`src/rtl/calc_entry_ctrl.sv`:
```
`default_nettype none
// +--------------------------------------------------------------------------+
// | calc_entry_ctrl : keypad entry and operator sequencer for the calc ALU.  |
// | Optional macro AUTO_EQUALS_EN: operator key in ENTRY_B implies equals.   |
// | Rev 1.0                                                                  |
// +--------------------------------------------------------------------------+
module calc_entry_ctrl #(
  parameter int SETTLE_CYCLES = 2,
  parameter int MAX_MAG       = 65535
) (
  input  logic        clock,
  input  logic        reset,
  input  logic        key_valid,
  input  logic [3:0]  key_code,
  output logic        key_ready,
  input  logic [16:0] answer,
  input  logic        ovw,
  output logic [16:0] V1,
  output logic [16:0] V2,
  output logic [1:0]  opcode,
  output logic        newop,
  output logic        result_valid,
  output logic        entry_ovf,
  output logic        error
);

  localparam int                CNT_W      = (SETTLE_CYCLES < 1) ? 1 : $clog2(SETTLE_CYCLES + 1);
  localparam logic [CNT_W-1:0]  SETTLE_MAX = CNT_W'(SETTLE_CYCLES);
  localparam logic [19:0]       MAG_LIMIT  = 20'(MAX_MAG);

  localparam logic [3:0] KEY_ADD = 4'hA;
  localparam logic [3:0] KEY_MUL = 4'hB;
  localparam logic [3:0] KEY_SUB = 4'hC;
  localparam logic [3:0] KEY_EQU = 4'hD;
  localparam logic [3:0] KEY_CLR = 4'hE;
  localparam logic [3:0] KEY_NEG = 4'hF;

  typedef enum logic [2:0] {
    ST_ENTRY_A = 3'd0,
    ST_OP      = 3'd1,
    ST_ENTRY_B = 3'd2,
    ST_WAIT    = 3'd3,
    ST_RESULT  = 3'd4,
    ST_ERROR   = 3'd5
  } state_t;

  state_t           state_q, state_d;
  logic [16:0]      v1_q, v1_d;
  logic [16:0]      v2_q, v2_d;
  logic [1:0]       opcode_q, opcode_d;
  logic             newop_q, newop_d;
  logic             result_valid_q, result_valid_d;
  logic             entry_ovf_q, entry_ovf_d;
  logic             error_q, error_d;
  logic             key_ready_q, key_ready_d;
  logic [CNT_W-1:0] settle_cnt_q, settle_cnt_d;
  logic             auto_pend_q, auto_pend_d;
  logic [1:0]       auto_op_q, auto_op_d;

  logic             key_acc;
  logic             is_digit;
  logic             is_op;
  logic [1:0]       key_opc;
  logic [19:0]      digit_mag;
  logic [16:0]      fresh_v1;

  always_comb begin
    key_acc   = key_valid && key_ready_q;
    is_digit  = (key_code <= 4'd9);
    is_op     = (key_code == KEY_ADD) || (key_code == KEY_MUL) || (key_code == KEY_SUB);
    case (key_code)
      KEY_MUL: key_opc = 2'b01;
      KEY_SUB: key_opc = 2'b10;
      default: key_opc = 2'b00;
    endcase
    digit_mag = ({4'd0, v1_q[15:0]} * 20'd10) + {16'd0, key_code};
    // A digit typed with no entry in progress starts a fresh positive operand.
    fresh_v1  = {13'd0, key_code};
  end

  always_comb begin
    state_d        = state_q;
    v1_d           = v1_q;
    v2_d           = v2_q;
    opcode_d       = opcode_q;
    newop_d        = 1'b0;
    result_valid_d = 1'b0;
    entry_ovf_d    = 1'b0;
    auto_pend_d    = auto_pend_q;
    auto_op_d      = auto_op_q;
    settle_cnt_d   = (settle_cnt_q == SETTLE_MAX) ? settle_cnt_q : settle_cnt_q + CNT_W'(1);

    case (state_q)
      ST_ENTRY_A, ST_ENTRY_B: begin
        if (key_acc) begin
          if (is_digit) begin
            if (digit_mag > MAG_LIMIT) begin
              entry_ovf_d = 1'b1;
            end else begin
              v1_d = {v1_q[16], digit_mag[15:0]};
            end
          end else if (key_code == KEY_NEG) begin
            if (v1_q[15:0] != 16'd0) begin
              v1_d[16] = ~v1_q[16];
            end
          end else if (is_op) begin
            if (state_q == ST_ENTRY_A) begin
              v2_d         = v1_q;
              v1_d         = '0;
              opcode_d     = key_opc;
              newop_d      = 1'b1;
              settle_cnt_d = '0;
              state_d      = ST_OP;
            end else begin
`ifdef AUTO_EQUALS_EN
              auto_pend_d = 1'b1;
              auto_op_d   = key_opc;
              state_d     = ST_WAIT;
`endif
            end
          end else if ((key_code == KEY_EQU) && (state_q == ST_ENTRY_B)) begin
            state_d = ST_WAIT;
          end
        end
      end

      ST_OP: begin
        if (key_acc) begin
          if (is_digit) begin
            v1_d    = fresh_v1;
            state_d = ST_ENTRY_B;
          end else if (key_code == KEY_NEG) begin
            v1_d    = '0;
            state_d = ST_ENTRY_B;
          end else if (is_op) begin
            opcode_d     = key_opc;
            newop_d      = 1'b1;
            settle_cnt_d = '0;
          end
        end
      end

      ST_WAIT: begin
        // The operator pipeline only reflects the current opcode once settled.
        if (settle_cnt_q == SETTLE_MAX) begin
          if (ovw) begin
            auto_pend_d = 1'b0;
            state_d     = ST_ERROR;
          end else begin
            v2_d           = answer;
            v1_d           = '0;
            result_valid_d = 1'b1;
            state_d        = ST_RESULT;
          end
        end
      end

      ST_RESULT: begin
        if (auto_pend_q) begin
          opcode_d     = auto_op_q;
          newop_d      = 1'b1;
          settle_cnt_d = '0;
          auto_pend_d  = 1'b0;
          state_d      = ST_OP;
        end else if (key_acc) begin
          if (is_digit) begin
            v2_d    = '0;
            v1_d    = fresh_v1;
            state_d = ST_ENTRY_A;
          end else if (is_op) begin
            v1_d         = '0;
            opcode_d     = key_opc;
            newop_d      = 1'b1;
            settle_cnt_d = '0;
            state_d      = ST_OP;
          end
        end
      end

      ST_ERROR: begin
      end

      default: begin
        state_d = ST_ENTRY_A;
      end
    endcase

    // Clear wins over everything; key_ready is never high in WAIT.
    if (key_acc && (key_code == KEY_CLR)) begin
      v1_d        = '0;
      v2_d        = '0;
      auto_pend_d = 1'b0;
      state_d     = ST_ENTRY_A;
    end

    key_ready_d = (state_d != ST_WAIT) && !auto_pend_d;
    error_d     = (state_d == ST_ERROR);
  end

  always_ff @(posedge clock) begin
    if (reset) begin
      state_q        <= ST_ENTRY_A;
      v1_q           <= '0;
      v2_q           <= '0;
      opcode_q       <= 2'b00;
      newop_q        <= 1'b0;
      result_valid_q <= 1'b0;
      entry_ovf_q    <= 1'b0;
      error_q        <= 1'b0;
      key_ready_q    <= 1'b1;
      settle_cnt_q   <= SETTLE_MAX;
      auto_pend_q    <= 1'b0;
      auto_op_q      <= 2'b00;
    end else begin
      state_q        <= state_d;
      v1_q           <= v1_d;
      v2_q           <= v2_d;
      opcode_q       <= opcode_d;
      newop_q        <= newop_d;
      result_valid_q <= result_valid_d;
      entry_ovf_q    <= entry_ovf_d;
      error_q        <= error_d;
      key_ready_q    <= key_ready_d;
      settle_cnt_q   <= settle_cnt_d;
      auto_pend_q    <= auto_pend_d;
      auto_op_q      <= auto_op_d;
    end
  end

  assign V1           = v1_q;
  assign V2           = v2_q;
  assign opcode       = opcode_q;
  assign newop        = newop_q;
  assign result_valid = result_valid_q;
  assign entry_ovf    = entry_ovf_q;
  assign error        = error_q;
  assign key_ready    = key_ready_q;

endmodule
`default_nettype wire

```
`config.mk`:
```
export PLATFORM = sky130hd
export DESIGN_NAME = calc_entry_ctrl
export DESIGN_NICKNAME = d
export VERILOG_FILES = /design/src/rtl/calc_entry_ctrl.sv
export SDC_FILE = /design/constraint.sdc
export NUM_CORES = 1
export LEC_CHECK = 0
export CAP_MARGIN = 20
export CORE_ASPECT_RATIO = 0.75
export CORE_MARGIN = 1.5
export CORE_UTILIZATION = 45
export CTS_CLUSTER_DIAMETER = 60
export DETAILED_ROUTE_END_ITERATION = 10
export PLACE_DENSITY = 0.72
export SETUP_SLACK_MARGIN = 0.4
export SYNTH_ARGS = -nofsm -noshare
export SYNTH_HDL_FRONTEND = slang
export SYNTH_SLANG_ARGS = --single-unit
```
`constraint.sdc`:
```
create_clock -name clock -period 3.8 [get_ports clock]
set_input_delay 1.14 -clock clock [delete_from_list [all_inputs] [get_ports clock]]
set_output_delay 1.14 -clock clock [all_outputs]
set_load 0.005 [all_outputs]
```
Word-level counts from Yosys, hierarchy flattened
Cells that the tools add are included.
{"block": "totals", "register_bits": 47, "elab_cells": 174}
{"block": "op_classes", "n_addsub": 2, "n_mul": 1, "magnitude_cmp": 2, "n_eq_ne": 38, "n_mux": 93, "n_bitwise": 6, "n_reduce_logical": 20}
{"op": "$mux 17", "n": 23}
{"op": "$pmux 17 s4", "n": 1}
{"op": "$pmux 17 s3", "n": 1}
{"op": "$mux 2", "n": 25}
{"op": "$mux 3", "n": 15}
{"op": "$ne 3x3->1 const B", "n": 11}
{"op": "$mux 16", "n": 2}
{"op": "$ne 2x2->1 const B", "n": 13}
{"op": "$reduce_and 13->1", "n": 2}
{"op": "$eq 4x4->1 const B", "n": 6}
{"op": "$reduce_and 11->1", "n": 2}
{"op": "$add 20x4->20", "n": 1}
{"op": "$gt 20x16->1 const B", "n": 1}
{"op": "$mux 1", "n": 20}
{"op": "$mul 16x3->19 const B", "n": 1}
{"op": "$reduce_bool 16->1", "n": 1}
{"op": "$pmux 3 s5", "n": 1}
{"op": "$pmux 2 s3", "n": 2}
{"op": "$eq 3x3->1 const B", "n": 3}
{"op": "$eq 3x2->1 const B", "n": 2}
{"op": "$not 1->1", "n": 6}
{"op": "$reduce_bool 3->1", "n": 2}
{"op": "$le 4x4->1 const B", "n": 1}
{"op": "$logic_and 1x1->1", "n": 4}
{"op": "other kinds (14)", "n": 16}

Depth between registers and ports, before layout
{"block": "logic_depth", "ltp_word": 11, "ltp_mapped": 13}

Least setup slack after synthesis
OpenSTA, ideal clock, no wires.
{"block": "synth_timing", "path_kind": "register to register", "startpoint": "register v1_q[1], in the netlist V1[1]", "endpoint": "register v1_q[0], in the netlist V1[0]", "t_arrival_ns": 3.521, "t_required_ns": 3.728, "slack_ns": 0.207, "stages_incl_launch_ff": 14, "path_buffers": 1, "synth_period_minus_slack_ns": 3.593, "cell_sequence": "dfxtp_1 -> ha_1 -> ha_1 -> fa_1 -> a21o_1 -> a221o_1 -> a21oi_1 -> xor2_1 -> nor4_2 -> nand3_1 -> o211ai_1 -> and3_1 -> buf_2 -> mux2i_1"}
{"block": "synth_via", "elab_chain_len": 5}
{"element": "start: declaration", "line": "48", "source": "logic [16:0] v1_q, v1_d;"}
{"element": "start signal: assignment", "line": "216", "source": "v1_q <= v1_d;"}
{"element": "$mul 16x3->19", "line": "76", "source": "digit_mag = ({4'd0, v1_q[15:0]} * 20'd10) + {16'd0, key_code};"}
{"element": "$add 20x4->20", "line": "76"}
{"element": "$gt 20x16->1", "line": "97", "source": "if (digit_mag > MAG_LIMIT) begin"}
{"element": "$ne 3x3->1 (no line)"}
{"element": "$reduce_and 13->1 (no line)"}
No other way between the ends.
A chain may end at the register's enable or synchronous reset.

Worst setup path after layout
{"block": "layout_timing", "startpoint": "register v1_q[1], in the netlist V1[1]", "endpoint": "register v1_q[10], in the netlist V1[10]"}
{"block": "layout_via", "elab_chain_len": 6, "elab_cells_between_ends": 9}
{"element": "$mul 16x3->19 *", "line": "76"}
{"element": "$add 20x4->20 *", "line": "76"}
{"element": "parallel branches: the longest is 4 deep, another holds $gt 20x16->1"}
Mark *: on every way between the ends. The select of a mux whose other input is x is not followed.

==> metrics <==
fillers 717; die area 8933 um^2; adder-cell share of the synthesized area 12.03%; Primary FF master, synth dfxtp_1; TritonCTS clock tree yes; Worst Setup End Kind flip-flop; post-synthesis sequential area ratio 24.98%; Vias 4073; Antenna Cells 0; Rel. slew slack 46.51%; post-route setup TNS 0 ns; CTS root buf clkbuf_8; unrepaired setup endpoints after global routing true; fin worst setup slack 0.2043 ns; met3 routed WL 874 um; CP Cell Sequence ha_4 > ha_4 > fa_2 > a21o_1 > a221o_2 > a221oi_4 > xor2_1 > nor4_2 > a2111o_1 > o211ai_2 > buf_6 > and3_4 > mux2i_2; Worst Path Required 4.04 ns; worst-path maximum fanout 4; Via density 6.052; Top cell by count, worst path ha_4; Max Clk Rate 278.1 MHz; Slew @ Worst Pin 0.8013 ns; clock-pin slew on the worst setup and hold paths 0.10 ns; Synth top area share 24.98%; grt ovf 0; Top delay family on crit path compound AO/OA/AOI/OAI gates; synthesis-to-finish area growth 35.75%; Pleak 2.091 nW; most numerous cell in the Yosys netlist nand2_1; Die Wd 108.6 um; CTS buffer count 5; initial antenna violation count 0; Clock Skews 0.01509 ns; top cells by area, synth dfxtp_1, ha_1, nand2_1; gpl congestion 0.9422; CTS Sinks 47; main combinational cell family by area after synthesis compound AO/OA/AOI/OAI gates; met2 routed WL 5222 um; Post-Synth XOR/XNOR Area 4.884%; first-pass GRT wire length 18430 um; I/O Buffers 65; synthesized area per cell 7.962 um^2; final instance area 5112 um^2; DRC errors left 0; Routed WL 11760 um; Post-synth EDFFs 0; pin count of the biggest net entering global routing 30; Finished Core Util 64.00%; Iter 0 DRT Violations 323; syn nets 533; hold_ws 0.4967 ns; Final Instance Count excl. Fillers 673; Cells after Synth 473; multi-input logic area 2841 um^2; final hold violation count 0; clk_lat worst skew 0.31 ns; distinct cell type count after synthesis 63; storage element area 954.7 um^2; CP max-delay cell a221o_2; routed length per instance 17.47 um; Worst EP arrival 3.83 ns; H-tree levels 2; remaining antenna violation count 0; met1 WL 5495 um; I/O Pins 66; minimum clock period 3.596 ns; ys async rst share 0%; Pre-antenna DRT Iters 5; CP startpoint kind flip-flop; # setup viols final 0; Post-Place Setup Slack -0.3185 ns; top cells by count, synth nand2_1, nor2_1, dfxtp_1, ha_1, a21oi_1; Final period util 94.62%; simple-gate share of the synthesized area 24.29%; Hold Path Class reg2reg; max capacitance violation total 0; Synth Register Bits 47; post-synthesis compound-gate area fraction 25.15%; worst path bufs/invs 1; power per cell area 226.6 nW/um^2; Nets 627; Max VDD drop 0.0001374 V; Slew Viols, Final 0; Core Box Area 7988 um^2; gr usage total 26.42%; final total power 1.158 mW; vias in the first global route 3642; cell area after placement 4746 um^2; yosys warns 0; CP max stage delay 0.43 ns; uppermost layer routed met4; cell taking the most area after synthesis dfxtp_1; clk buf depth 2; mux share of post-synthesis cell area 4.551%; Inst Count DP 651; status finished, final reports clean; kind of critical path reg2reg; Initial Util 47.15%; post-DP HPWL 8813 um; layout cells sized above 1 17.78%; synthesized area 3766 um^2; Die Y-Extent 82.23 um; row count 28
cells by family (layout without fill, tap and decap cells):
family                     Yosys count  after routing
and+or+nand+nor                    184            185
AOI/OAI and AO/OA                  133            133
DFF                                 47             47
buffers and inverters               36            130
adders and majority gates           35             35
xor gates and xnor gates            21             21
muxes                               17             17
final cells by class:
| cell class | count | area share (%) |
|---|---|---|
| Timing Repair Buffer | 114 | 20.34 |
| Multi-Input combinational cell | 391 | 55.58 |
| Clock inverter | 3 | 0.9055 |
| Sequential cell | 47 | 18.67 |
| Inverter | 8 | 0.5874 |
| Tap cell | 105 | 2.570 |
| Clock buffer | 5 | 1.346 |
path summary, 6_finish.rpt:
| kind | start | end | slack (ns) | cells past startpoint |
|---|---|---|---|---|
| worst max register to register | V1[1] | V1[10] | 0.20 | 13 |
| worst max-delay path | V1[1] | V1[10] | 0.20 | 13 |
| worst min-delay path | opcode[1] | opcode[1] | 0.50 | 2 |
| worst min register to register | opcode[1] | opcode[1] | 0.50 | 2 |
layer usage:
layer	GRT usage, %	up-vias
li1	-	1941
met1	38.03	1925
met2	42.45	189
met3	3.297	18
met4	5.395	0
met5	0	-
sequential cells by signal, indices dropped and copies added (netlist names):
register,flops
V2,17
state_q,3
key_ready,1
opcode,2
error,1
result_valid,1
settle_cnt_q,2
newop,1
V1,17
auto_pend_q,1
entry_ovf,1
layout by cell type (no fill, tap or decap), drive strengths merged, types with 3 or more instances in the layout:
master	instances
clkdlybuf4s50	62
nand2	52
nor2	49
buf	49
dfxtp	47
ha	33
a21oi	26
o21ai	20
a22oi	19
a211oi	19
mux2i	16
xnor2	16
nor3	14
nand3	11
and3	10
nor2b	9
a21o	9
inv	9
and2	8
nor4	8
nand4	6
o22ai	5
clkbuf	5
o211ai	5
xor2	5
nand2b	4
a31oi	4
o21a	3
a211o	3
nand3b	3
a221oi	3
power by group:
part	total (mW)	internal (mW)	switching, mW	leakage [nW]
Combinational	0.250	0.125	0.125	1.65
Sequential	0.523	0.507	0.0157	0.384
Clock	0.386	0.198	0.187	0.0548
worst register-to-register path, cell delays in order, from the launching register on:
cell and delay, ns:
dfxtp_4 0.38, ha_4 0.25, ha_4 0.16, fa_2 0.34, a21o_1 0.20, a221o_2 0.43
a221oi_4 0.32, xor2_1 0.23, nor4_2 0.09, a2111o_1 0.42, o211ai_2 0.09, buf_6 0.14
and3_4 0.23, mux2i_2 0.24
repair_timing:
action | 4_1_cts | 5_1_grt
pin swaps | 15 | 12
setup buffers | 6 | 7
gates resized for setup | 16 | 15
hold buffers | 0 | 0
endpoints found under the setup margin | 17 | 17
cloned | 1 | 0
No activity file was read; power rests on OpenSTA's default activity.
